<file path="config.mk">
export PLATFORM = sky130hd
export DESIGN_NAME = apb_master_interface
export DESIGN_NICKNAME = d
export VERILOG_FILES = /design/src/rtl/apb_master_interface.sv
export SDC_FILE = /design/constraint.sdc
export NUM_CORES = 1
export LEC_CHECK = 0
export ABC_AREA = 1
export CAP_MARGIN = 40
export CORE_ASPECT_RATIO = 0.7
export CORE_MARGIN = 3
export CORE_UTILIZATION = 45
export DETAILED_ROUTE_END_ITERATION = 6
export PLACE_DENSITY = 0.77
export SLEW_MARGIN = 20
export SYNTH_ARGS = -nofsm -noshare
export SYNTH_HDL_FRONTEND = slang
export SYNTH_SLANG_ARGS = --single-unit
</file>
<file path="constraint.sdc">
create_clock -name pclk_i -period 2.3 [get_ports pclk_i]
set_clock_uncertainty 0.1 [all_clocks]
set_input_delay 0.46 -clock pclk_i [delete_from_list [all_inputs] [get_ports pclk_i]]
set_output_delay 0.46 -clock pclk_i [all_outputs]
set_load 0.02 [all_outputs]
</file>
<file path="src/rtl/apb_master_interface.sv">
// APB requester for the I2C register block.
// Takes one command at a time over a valid/ready handshake, runs the APB
// SETUP/ACCESS sequence, and returns read data or a timeout error through a
// single-cycle response pulse.
module apb_master_interface #(
    parameter int DATA_WIDTH     = 8,
    parameter int ADDR_WIDTH     = 8,
    parameter int TIMEOUT_CYCLES = 16
) (
    input  logic                  pclk_i,
    input  logic                  preset_i,
    input  logic                  cmd_valid_i,
    output logic                  cmd_ready_o,
    input  logic                  cmd_write_i,
    input  logic [ADDR_WIDTH-1:0] cmd_addr_i,
    input  logic [DATA_WIDTH-1:0] cmd_wdata_i,
    output logic                  rsp_valid_o,
    output logic [DATA_WIDTH-1:0] rsp_rdata_o,
    output logic                  rsp_err_o,
    output logic [ADDR_WIDTH-1:0] paddr_o,
    output logic                  pwrite_o,
    output logic                  psel_o,
    output logic                  penable_o,
    output logic [DATA_WIDTH-1:0] pwdata_o,
    input  logic [DATA_WIDTH-1:0] prdata_i,
    input  logic                  pready_i
);

    typedef enum logic [1:0] {
        ST_IDLE   = 2'd0,
        ST_SETUP  = 2'd1,
        ST_ACCESS = 2'd2
    } state_t;

    // Timeout limit as an 8-bit value; zero disables the abort entirely.
    localparam logic [7:0] TIMEOUT_LIMIT = TIMEOUT_CYCLES[7:0];

    // Saturating 8-bit increment so a disabled timeout never wraps the counter.
    function automatic logic [7:0] sat_inc(input logic [7:0] value);
        if (value == 8'hFF) begin
            return value;
        end else begin
            return value + 8'd1;
        end
    endfunction

    state_t     state_r;
    logic [7:0] tmo_cnt_r;
    logic [7:0] tmo_cnt_inc_s;
    logic       timeout_hit_s;

    // Ready only while idle; held low for as long as reset is asserted.
    assign cmd_ready_o = (state_r == ST_IDLE) && !preset_i;

    // Next wait count and whether this un-ready ACCESS cycle exhausts the budget.
    always_comb begin
        tmo_cnt_inc_s = sat_inc(tmo_cnt_r);
        if (TIMEOUT_LIMIT != 8'd0) begin
            timeout_hit_s = (tmo_cnt_inc_s == TIMEOUT_LIMIT);
        end else begin
            timeout_hit_s = 1'b0;
        end
    end

    // Transfer sequencer: command capture, APB phases, response pulse, timeout.
    always_ff @(posedge pclk_i or posedge preset_i) begin
        if (preset_i) begin
            state_r     <= ST_IDLE;
            tmo_cnt_r   <= 8'd0;
            psel_o      <= 1'b0;
            penable_o   <= 1'b0;
            pwrite_o    <= 1'b0;
            paddr_o     <= {ADDR_WIDTH{1'b0}};
            pwdata_o    <= {DATA_WIDTH{1'b0}};
            rsp_valid_o <= 1'b0;
            rsp_err_o   <= 1'b0;
            rsp_rdata_o <= {DATA_WIDTH{1'b0}};
        end else begin
            rsp_valid_o <= 1'b0;
            case (state_r)
                ST_IDLE: begin
                    if (cmd_valid_i) begin
                        paddr_o  <= cmd_addr_i;
                        pwrite_o <= cmd_write_i;
                        pwdata_o <= cmd_wdata_i;
                        psel_o   <= 1'b1;
                        state_r  <= ST_SETUP;
                    end else begin
                        state_r  <= ST_IDLE;
                    end
                end
                ST_SETUP: begin
                    penable_o <= 1'b1;
                    state_r   <= ST_ACCESS;
                end
                ST_ACCESS: begin
                    if (pready_i) begin
                        // A ready slave wins even when the budget expires this cycle.
                        rsp_rdata_o <= pwrite_o ? {DATA_WIDTH{1'b0}} : prdata_i;
                        rsp_err_o   <= 1'b0;
                        rsp_valid_o <= 1'b1;
                        psel_o      <= 1'b0;
                        penable_o   <= 1'b0;
                        tmo_cnt_r   <= 8'd0;
                        state_r     <= ST_IDLE;
                    end else if (timeout_hit_s) begin
                        rsp_rdata_o <= {DATA_WIDTH{1'b0}};
                        rsp_err_o   <= 1'b1;
                        rsp_valid_o <= 1'b1;
                        psel_o      <= 1'b0;
                        penable_o   <= 1'b0;
                        tmo_cnt_r   <= 8'd0;
                        state_r     <= ST_IDLE;
                    end else begin
                        tmo_cnt_r   <= tmo_cnt_inc_s;
                        state_r     <= ST_ACCESS;
                    end
                end
                default: begin
                    psel_o    <= 1'b0;
                    penable_o <= 1'b0;
                    tmo_cnt_r <= 8'd0;
                    state_r   <= ST_IDLE;
                end
            endcase
        end
    end

endmodule

</file>
# [Word-level counts from Yosys, hierarchy flattened]
# Cells that the tools add are included.
# W data, S select, Z words.
[word_totals] regBits=39 inputBits=29 output_inout_bits=30 wordCells=49
[classes] add_sub_neg=1 eq_ne=6 mux=21 bitwise_logic=2 n_reduce_logical=9
[op_table] op="$mux W8" n=6
[op_table] op="$pmux W8 S2" n=1
[op_table] op="$mux W1" n=9
[op_table] op="$add A8 B1 Y8 const B" n=1
[op_table] op="$eq A8 B5 Y1 const B" n=1
[op_table] op="$eq A8 B8 Y1 const B" n=1
[op_table] op="$pmux W1 S3" n=2
[op_table] op="$pmux W2 S3" n=1
[op_table] op="$reduce_and A2 Y1" n=3
[op_table] op="$mux W2" n=2
[op_table] op="$ne A3 B3 Y1 const B" n=1
[op_table] op="$reduce_and A3 Y1" n=1
[op_table] op="$eq A2 B1 Y1 const B" n=1
[op_table] op="$eq A2 B2 Y1 const B" n=1
[op_table] op="$logic_not A2 Y1" n=1
[op_table] op="$ne A2 B2 Y1 const B" n=1
[op_table] op="$not A1 Y1" n=2
[op_table] op="$reduce_bool A2 Y1" n=1
[op_table] op="$reduce_or A2 Y1" n=1
[op_table] op="$logic_and A1 B1 Y1" n=1
[op_table] op="$logic_not A1 Y1" n=1

# [Depth between registers and ports, before layout]
# Gate-level depths: netlist of the first run.
[depth] ltp_word=6 mapped_depth=13 mapped_depth_nobuf=13

# [Worst setup path after synthesis of the first run]
# No wires, ideal clock.
[synth_path] path_type="reg2reg" from="register tmo_cnt_r[0]" to="register rsp_rdata_o[0]" setup_ps=118 arrival_time_ps=1544 required_time_ps=2082 slack_ps=538 stages_incl_launch_ff=12 path_buffers=0 synth_period_minus_slack_ps=1762 cell_sequence="dfrtp_1 > ha_1 > nand2_1 > nor2_4 > a21oi_1 > nand2_1 > nor2_2 > nand3_2 > nand2_4 > nand2_8 > nand2_2 > nand2_1"
[synth_between] elab_chain_len=5 elab_cells_between_ends=6 cone_classes="1 x add/sub; 2 x eq/ne; 1 x mux; 2 x reduce/logical"
[synth_lines] element="from (decl)" line="48" rtl="logic [7:0] tmo_cnt_r;"
[synth_lines] element="from (signal assigned)" line="115" rtl="tmo_cnt_r <= tmo_cnt_inc_s;"
[synth_lines] element="$add A8 B1 Y8 / $eq A8 B8 Y1 (equally long branches)" line="43, 40"
[synth_lines] element="$mux W8 *" line="40" rtl="if (value == 8'hFF) begin"
[synth_lines] element="$eq A8 B5 Y1 *" line="59" rtl="timeout_hit_s = (tmo_cnt_inc_s == TIMEOUT_LIMIT);"
[synth_lines] element="$reduce_bool A2 Y1 (no line) *"
[synth_lines] element="$reduce_and A2 Y1 (no line) *"
[synth_lines] element="to (signal assigned)" line="77" rtl="rsp_rdata_o <= {DATA_WIDTH{1'b0}};"
[synth_lines] element="to (signal assigned)" line="99" rtl="rsp_rdata_o <= pwrite_o ? {DATA_WIDTH{1'b0}} : prdata_i;"
[synth_lines] element="to (signal assigned)" line="107" rtl="rsp_rdata_o <= {DATA_WIDTH{1'b0}};"
[synth_lines] element="to (decl)" line="18" rtl="output logic [DATA_WIDTH-1:0] rsp_rdata_o,"
# Mark *: on every way between the ends. The rest lies on a longest branch, timed or not.
# A chain may end at the register's enable or synchronous reset.

# [Worst setup path in the final report of the first run]
[layout_path] from="input preset_i" to="output cmd_ready_o"
[layout_between] elab_chain_len=2
[layout_lines] element="from (decl)" line="11" rtl="input logic preset_i,"
[layout_lines] element="$logic_not A1 Y1 (no line)"
[layout_lines] element="$logic_and A1 B1 Y1" line="53" rtl="assign cmd_ready_o = (state_r == ST_IDLE) && !preset_i;"
[layout_lines] element="to (decl)" line="13" rtl="output logic cmd_ready_o,"
# No other way between the ends.

==> metrics.md, run 1 <==
| Metric | Value |
|---|---|
| Critical Path AT | `1.64 ns` |
| Global-route wire length before repair | `approximately 6500 um` |
| Core Region | `between 0.003 and 0.004 mm^2` |
| Yosys top cell area share | `0.5368` |
| CP delay by family, top | `buffers and inverters` |
| I/O pin count | `a little under 60` |
| Starting density of the core | `0.4922` |
| Max IR drop VDD | `0.7983 mV` |
| Syn nets | `about 240` |
| Internal power | `0.001761 W` |
| Initial DRC Count | `between 70 and 80` |
| Final period util | `0.9552` |
| WHS Endpoint | `pwdata_o[3]$_DFFE_PP0P_` |
| Period minus WS final | `approximately 2.2 ns` |
| Commonest non-fill, non-tap cell in the layout | `nand2_1` |
| Status | `finished, final reports clean` |
| Most frequent cells in the layout | `nand2_1 (90), clkdlybuf4s50_1 (58), dfrtp_1 (39)` |
| Flop2flop setup slack | `roughly 0.32 ns` |
| Max Cap Viol | `0` |
| Post-CTS Hold Buffers | `0` |
| Gate power share | `0.474` |
| Die Y | `about 59 um` |
| Filler Cells Inserted | `299` |
| R2r endpoint | `rsp_rdata_o[7]$_DFFE_PP0P_` |
| # nets final | `308` |
| Number of gates resized after CTS | `0` |
| Inserted Clock Buffers | `5` |
| Final core utilization | `0.6917` |
| Synth area leader | `dfrtp_1` |
| Clock Pin Slew Worst Setup and Hold Paths | `~0.070 ns` |
| # rows | `18` |
| Sw Ratio | `0.3994` |
| Min-delay worst type | `reg -> reg` |
| Clock sink count | `39` |
| TNS Setup | `0 ns` |
| Rel. slew slack | `0.6372` |
| Pre-CTS setup slack | `about 0.09 ns` |
| ANT cells | `0` |
| Register area share after synthesis | `0.5368` |
| H-tree lvl count | `2` |
| Post-Synthesis Cells | `~210` |
| Final hold vios | `0` |
| Total grt overflow | `0` |
| Worst Setup Path Type | `in -> out` |
| Clock power frac | `0.153` |
| Worst-margin pin slew | `between 0.5 and 0.6 ns` |
| Die ar. | `between 0.004 and 0.005 mm^2` |
| Die Span X | `around 82 um` |
| RSZ-0062 raised after global routing | `no` |
| Avg WL per Cell | `11.97 um` |
| Clk root buf | `clkbuf_8` |
| Syn avg cell area | `approximately 8.5 um^2` |
| Post-DP HPWL | `around 2800 um` |
| Setup violators final | `0` |
| CTS tree | `done` |
| Final setup margin | `between 0.1 and 0.15 ns` |
| Leakage | `~1.3 nW` |
| Area Growth Syn to Fin | `40.54%` |
| Worst hold path depth | `2` |
| Hold Startpoint | `pwdata_o[3]$_DFFE_PP0P_` |
| Buffers and inverters on the worst path | `2` |
| Post-synth cell types | `22` |
| Synthesis Warnings | `0` |
| Slowest Stage Delay on Critical Path | `~0.63 ns` |
| DRC Markers | `0` |
| Routed Antenna Nets | `0` |
| Routed WL | `around 3900 um` |
| Layout cells sized above 1 | `0.1259` |
| WHS | `about 0.38 ns` |
| Vias | `about 1600` |
| Reg power frac | `0.373` |
| Cell mode on critical path | `clkdlybuf4s50_1` |
| Worst flop-to-flop path startpoint | `tmo_cnt_r[0]$_DFFE_PP0N_` |
| Critical Path Fanout Max | `2` |
| Critical path launch point type | `input pin` |
| P per Cell Area | `approximately 1100 mW/mm^2` |
| Skew-Pair Late Insertion Delay | `0.29 ns` |
| Fin. max-slew vios | `0` |
| Cell count of the worst reg-to-reg path | `13` |
| Synth area leaders | `dfrtp_1 (54%), nand2_1 (19%), nand2_2 (3.4%), inv_1 (3.3%), nand4_1 (3.1%)` |
| Req. time, crit path | `roughly 1.7 ns` |
| RD Place Congestion | `0.8320` |
| Largest net degree at the start of global routing | `40` |
| Fmax | `between 400 and 500 MHz` |
| Crit. End Element | `primary output` |
| CP Cell Sequence | `clkdlybuf4s50_1 -> nor3_1 -> clkdlybuf4s50_1` |
| Cell Area, Synth | `about 0.0018 mm^2` |
| Via density | `between 4 and 5` |
| Port buffer count | `58` |
| Buffers from clock root to sink, at most | `2` |
| Sw power | `0.001171 W` |
| Initial antenna violation count | `0` |
| Dpl cells | `321` |
| FF+latch count, synth | `39` |
| First drt pass iteration count | `4` |
| Vias in the first global route | `1535` |
| Slowest CP cell | `clkdlybuf4s50_1` |
| Total track usage | `0.1778` |
| Final cell count without fillers | `roughly 330` |
| Setup repair bufs after CTS | `0` |
[kinds of logic after synthesis]
kind of cell | synth area share
AO/OA/AOI/OAI | 0.04336
adder cells (fa/ha/maj) | 0.006881
buffers and inverters | 0.05162
flip-flops | 0.5368
AND/OR/NAND/NOR | 0.3613
[synthesized netlist by cell type (all sizes together)]
master,n
clkbuf,5
a21oi,4
clkinv,1
inv,19
nor3,1
ha,1
nand4,9
nor2,11
o22ai,3
nand2,104
dfrtp,39
o21ai,8
nand3,9
[worst max-delay path by stage]
stage / cells past startpoint / to / start
floorplan: 11 / rsp_rdata_o[0]$_DFFE_PP0P_ / tmo_cnt_r[0]$_DFFE_PP0N_
global placement: 3 / cmd_ready_o / preset_i
detailed placement: 3 / cmd_ready_o / preset_i
CTS: 3 / cmd_ready_o / preset_i
global route: 3 / cmd_ready_o / preset_i
finish: 3 / cmd_ready_o / preset_i
[power groups by stage]
| stage | Sequential [W] | Clock, W | Combinational [W] |
|---|---|---|---|
| floorplan | 0.00137 | 0 | 0.000485 |
| global placement | 0.00110 | 0 | 0.00139 |
| detailed placement | 0.00110 | 0 | 0.00140 |
| CTS | 0.00109 | 0.000455 | 0.00141 |
| global route | 0.00113 | 0.000479 | 0.00152 |
| finish | 0.00109 | 0.000449 | 0.00139 |
[layer usage]
metal | wire, um | up-vias | track usage
met5 | 0 | - | 0
met3 | 377 | 5 | 0.08207
met2 | 1642 | 43 | 0.2670
met1 | 1866 | 711 | 0.2251
li1 | - | 800 | -
met4 | 40 | 0 | 0.06635
[worst reg2reg max path: cells and delay by family (launching register included)]
| family | cells | cell delay (ns) |
|---|---|---|
| simple gates | 12 | 1.09 |
| flops | 1 | 0.42 |
| fa+ha+maj | 1 | 0.27 |
[cell type report]
class | instances | area, um^2 | share of cell area
tap | 50 | 62.56 | 0.02449
sequential | 39 | 975.9 | 0.3820
timing repair buffer | 62 | 610.6 | 0.2390
clock buffer | 5 | 68.82 | 0.02693
inverter | 20 | 75.07 | 0.02938
multi-input combinational | 150 | 748.2 | 0.2929
clock inverter | 2 | 13.76 | 0.005387
[flip-flops by register name, indices dropped and copies added, names as in the netlist]
register / cells
paddr_o: 8
tmo_cnt_r: 8
penable_o: 1
state_r: 2
pwdata_o: 8
psel_o: 1
pwrite_o: 1
rsp_rdata_o: 8
rsp_err_o: 1
rsp_valid_o: 1
[through the flow]
stage | power, W | area, um^2
detailed placement | 0.002500 | 2472
global route | 0.003128 | 2555
global placement | 0.002487 | 2472
floorplan | 0.001856 | 1818
finish | 0.002933 | 2555
CTS | 0.002956 | 2555
Power figures use the tool's default switching activity.
==> run 2: changes to the inputs <==
--- a/config.mk
+++ b/config.mk
@@ -8,7 +8,7 @@
 export ABC_AREA = 1
 export CAP_MARGIN = 40
 export CORE_ASPECT_RATIO = 0.7
-export CORE_MARGIN = 3
+export CORE_MARGIN = 5
 export CORE_UTILIZATION = 45
 export DETAILED_ROUTE_END_ITERATION = 6
 export PLACE_DENSITY = 0.77
==> metrics.md, run 2 (same netlist as run 1, synthesis figures left out) <==
| Metric | Value |
|---|---|
| Clock Pin Slew Worst Setup and Hold Paths | `0.08 ns (about the same)` |
| I/O pin count | `59 (unchanged)` |
| Clock sink count | `39 (unchanged)` |
| Reg power frac | `0.378 (+0.005)` |
| Total grt overflow | `0 (unchanged)` |
| Final setup margin | `0.07841 ns (-0.02453 ns)` |
| Worst hold path depth | `2 (unchanged)` |
| Clk root buf | `clkbuf_8` |
| Initial antenna violation count | `0 (unchanged)` |
| Max Cap Viol | `0 (unchanged)` |
| Layout cells sized above 1 | `0.1259 (unchanged)` |
| Buffers from clock root to sink, at most | `2 (unchanged)` |
| Area Growth Syn to Fin | `40.67% (about the same)` |
| Req. time, crit path | `1.74 ns (about the same)` |
| Vias | `1553 (-0.38%)` |
| Critical Path Fanout Max | `2 (unchanged)` |
| RSZ-0062 raised after global routing | `no` |
| RD Place Congestion | `0.8228 (-1.1%)` |
| Crit. End Element | `primary output` |
| Skew-Pair Late Insertion Delay | `0.28 ns (about the same)` |
| Fin. max-slew vios | `0 (unchanged)` |
| Port buffer count | `58 (unchanged)` |
| Routed Antenna Nets | `0 (unchanged)` |
| Final period util | `0.9659 (+0.01067)` |
| Setup violators final | `0 (unchanged)` |
| WHS | `0.3828 ns (+0.001642 ns)` |
| Via density | `4.706 (-0.99%)` |
| Initial DRC Count | `106 (+39%)` |
| Routed WL | `3918 um (-0.23%)` |
| DRC Markers | `0 (unchanged)` |
| Global-route wire length before repair | `6810 um (+4.9%)` |
| Die Y | `63.18 um (+6.8%)` |
| Cell count of the worst reg-to-reg path | `13 (unchanged)` |
| Clock power frac | `0.148 (-0.005)` |
| # nets final | `308 (unchanged)` |
| Largest net degree at the start of global routing | `40 (unchanged)` |
| Die Span X | `85.97 um (+4.9%)` |
| Core Region | `0.003923 mm^2 (+6.2%)` |
| Vias in the first global route | `1438 (-6.3%)` |
| Internal power | `0.001761 W (about the same)` |
| TNS Setup | `0 ns (unchanged)` |
| Sw power | `0.001151 W (-1.7%)` |
| Worst-margin pin slew | `0.5849 ns (+0.04139 ns)` |
| CTS tree | `done` |
| First drt pass iteration count | `4 (unchanged)` |
| Final hold vios | `0 (unchanged)` |
| Commonest non-fill, non-tap cell in the layout | `nand2_1` |
| Starting density of the core | `0.4635 (-0.02873)` |
| Critical path launch point type | `input pin` |
| Gate power share | `0.474 (about the same)` |
| Most frequent cells in the layout | `nand2_1 (90), clkdlybuf4s50_1 (58), dfrtp_1 (39)` |
| Post-DP HPWL | `2904 um (+3.0%)` |
| Status | `finished, final reports clean` |
| ANT cells | `0 (unchanged)` |
| Setup repair bufs after CTS | `0 (unchanged)` |
| Leakage | `1.298 nW (unchanged)` |
| Critical Path AT | `1.66 ns (+0.02 ns)` |
| Avg WL per Cell | `11.87 um (-0.83%)` |
| P per Cell Area | `1139 mW/mm^2 (-0.77%)` |
| Worst Setup Path Type | `in -> out` |
| Sw Ratio | `0.3953 (-0.004086)` |
| Dpl cells | `323 (+0.62%)` |
| Total track usage | `0.1563 (-0.02153)` |
| # rows | `19 (+1)` |
| Min-delay worst type | `reg -> reg` |
| Die ar. | `0.005432 mm^2 (+12%)` |
| Post-CTS Hold Buffers | `0 (unchanged)` |
| Rel. slew slack | `0.6096 (-0.02762)` |
| Number of gates resized after CTS | `0 (unchanged)` |
| Inserted Clock Buffers | `5 (unchanged)` |
| Period minus WS final | `2.222 ns (+0.02453 ns)` |
| Pre-CTS setup slack | `0.06365 ns (-0.02769 ns)` |
| Max IR drop VDD | `0.7812 mV (-2.1%)` |
| Fmax | `450.1 MHz (-1.1%)` |
| Final cell count without fillers | `330 (+0.61%)` |
| H-tree lvl count | `2 (unchanged)` |
[run 2: power by group through the flow]
stage	clock network [W]	registers [W]	logic [W]
after detailed placement	0	0.00110	0.00140
after floorplan	0	0.00137	0.000485
after global placement	0	0.00110	0.00139
after global routing	0.000487	0.00114	0.00151
final	0.000432	0.00110	0.00138
after CTS	0.000447	0.00110	0.00140
[run 2: final cells by class]
cell class / instances / area (um^2)
Clock buffer: 5 / 68.82
Clock inverter: 2 / 13.76
Fill cell: 355 / 1365
Inverter: 20 / 75.07
Multi-Input combinational cell: 150 / 748.2
Sequential cell: 39 / 975.9
Tap cell: 52 / 65.06
Timing Repair Buffer: 62 / 610.6
[run 2: worst max-delay path, cell delays in order]
cell and delay, ns:
clkdlybuf4s50_1 0.42, nor3_1 0.14, clkdlybuf4s50_1 0.64
[run 2: per-stage QoR]
step                power, W  cell area (um^2)    util
floorplan           0.001856              1818       -
CTS                 0.002950              2557  0.6520
global placement    0.002489              2475  0.6309
finish              0.002913              2557  0.6520
global route        0.003137              2557  0.6520
detailed placement  0.002502              2475  0.6309
[run 2: final timing paths]
path	from	to	slack [ns]
worst max register to register	tmo_cnt_r[0]$_DFFE_PP0N_	rsp_rdata_o[4]$_DFFE_PP0P_	0.33
worst min-delay path	rsp_rdata_o[2]$_DFFE_PP0P_	rsp_rdata_o[2]$_DFFE_PP0P_	0.38
min in group asynchronous	preset_i	paddr_o[5]$_DFFE_PP0P_	0.53
worst max-delay path	preset_i	cmd_ready_o	0.08
max in group asynchronous	preset_i	tmo_cnt_r[3]$_DFFE_PP0N_	1.22
worst min register to register	rsp_rdata_o[2]$_DFFE_PP0P_	rsp_rdata_o[2]$_DFFE_PP0P_	0.38
[run 2: metal layers]
metal / routed length (um) / part of all wire / GRT usage / up-vias
met2: 1640 / 0.42 / 0.2183 / 45
li1: - / - / - / 806
met5: 0 / 0 / 0 / -
met1: 1835 / 0.47 / 0.2107 / 700
met3: 413 / 0.11 / 0.07813 / 2
met4: 29 / 0.0074 / 0.04743 / 0
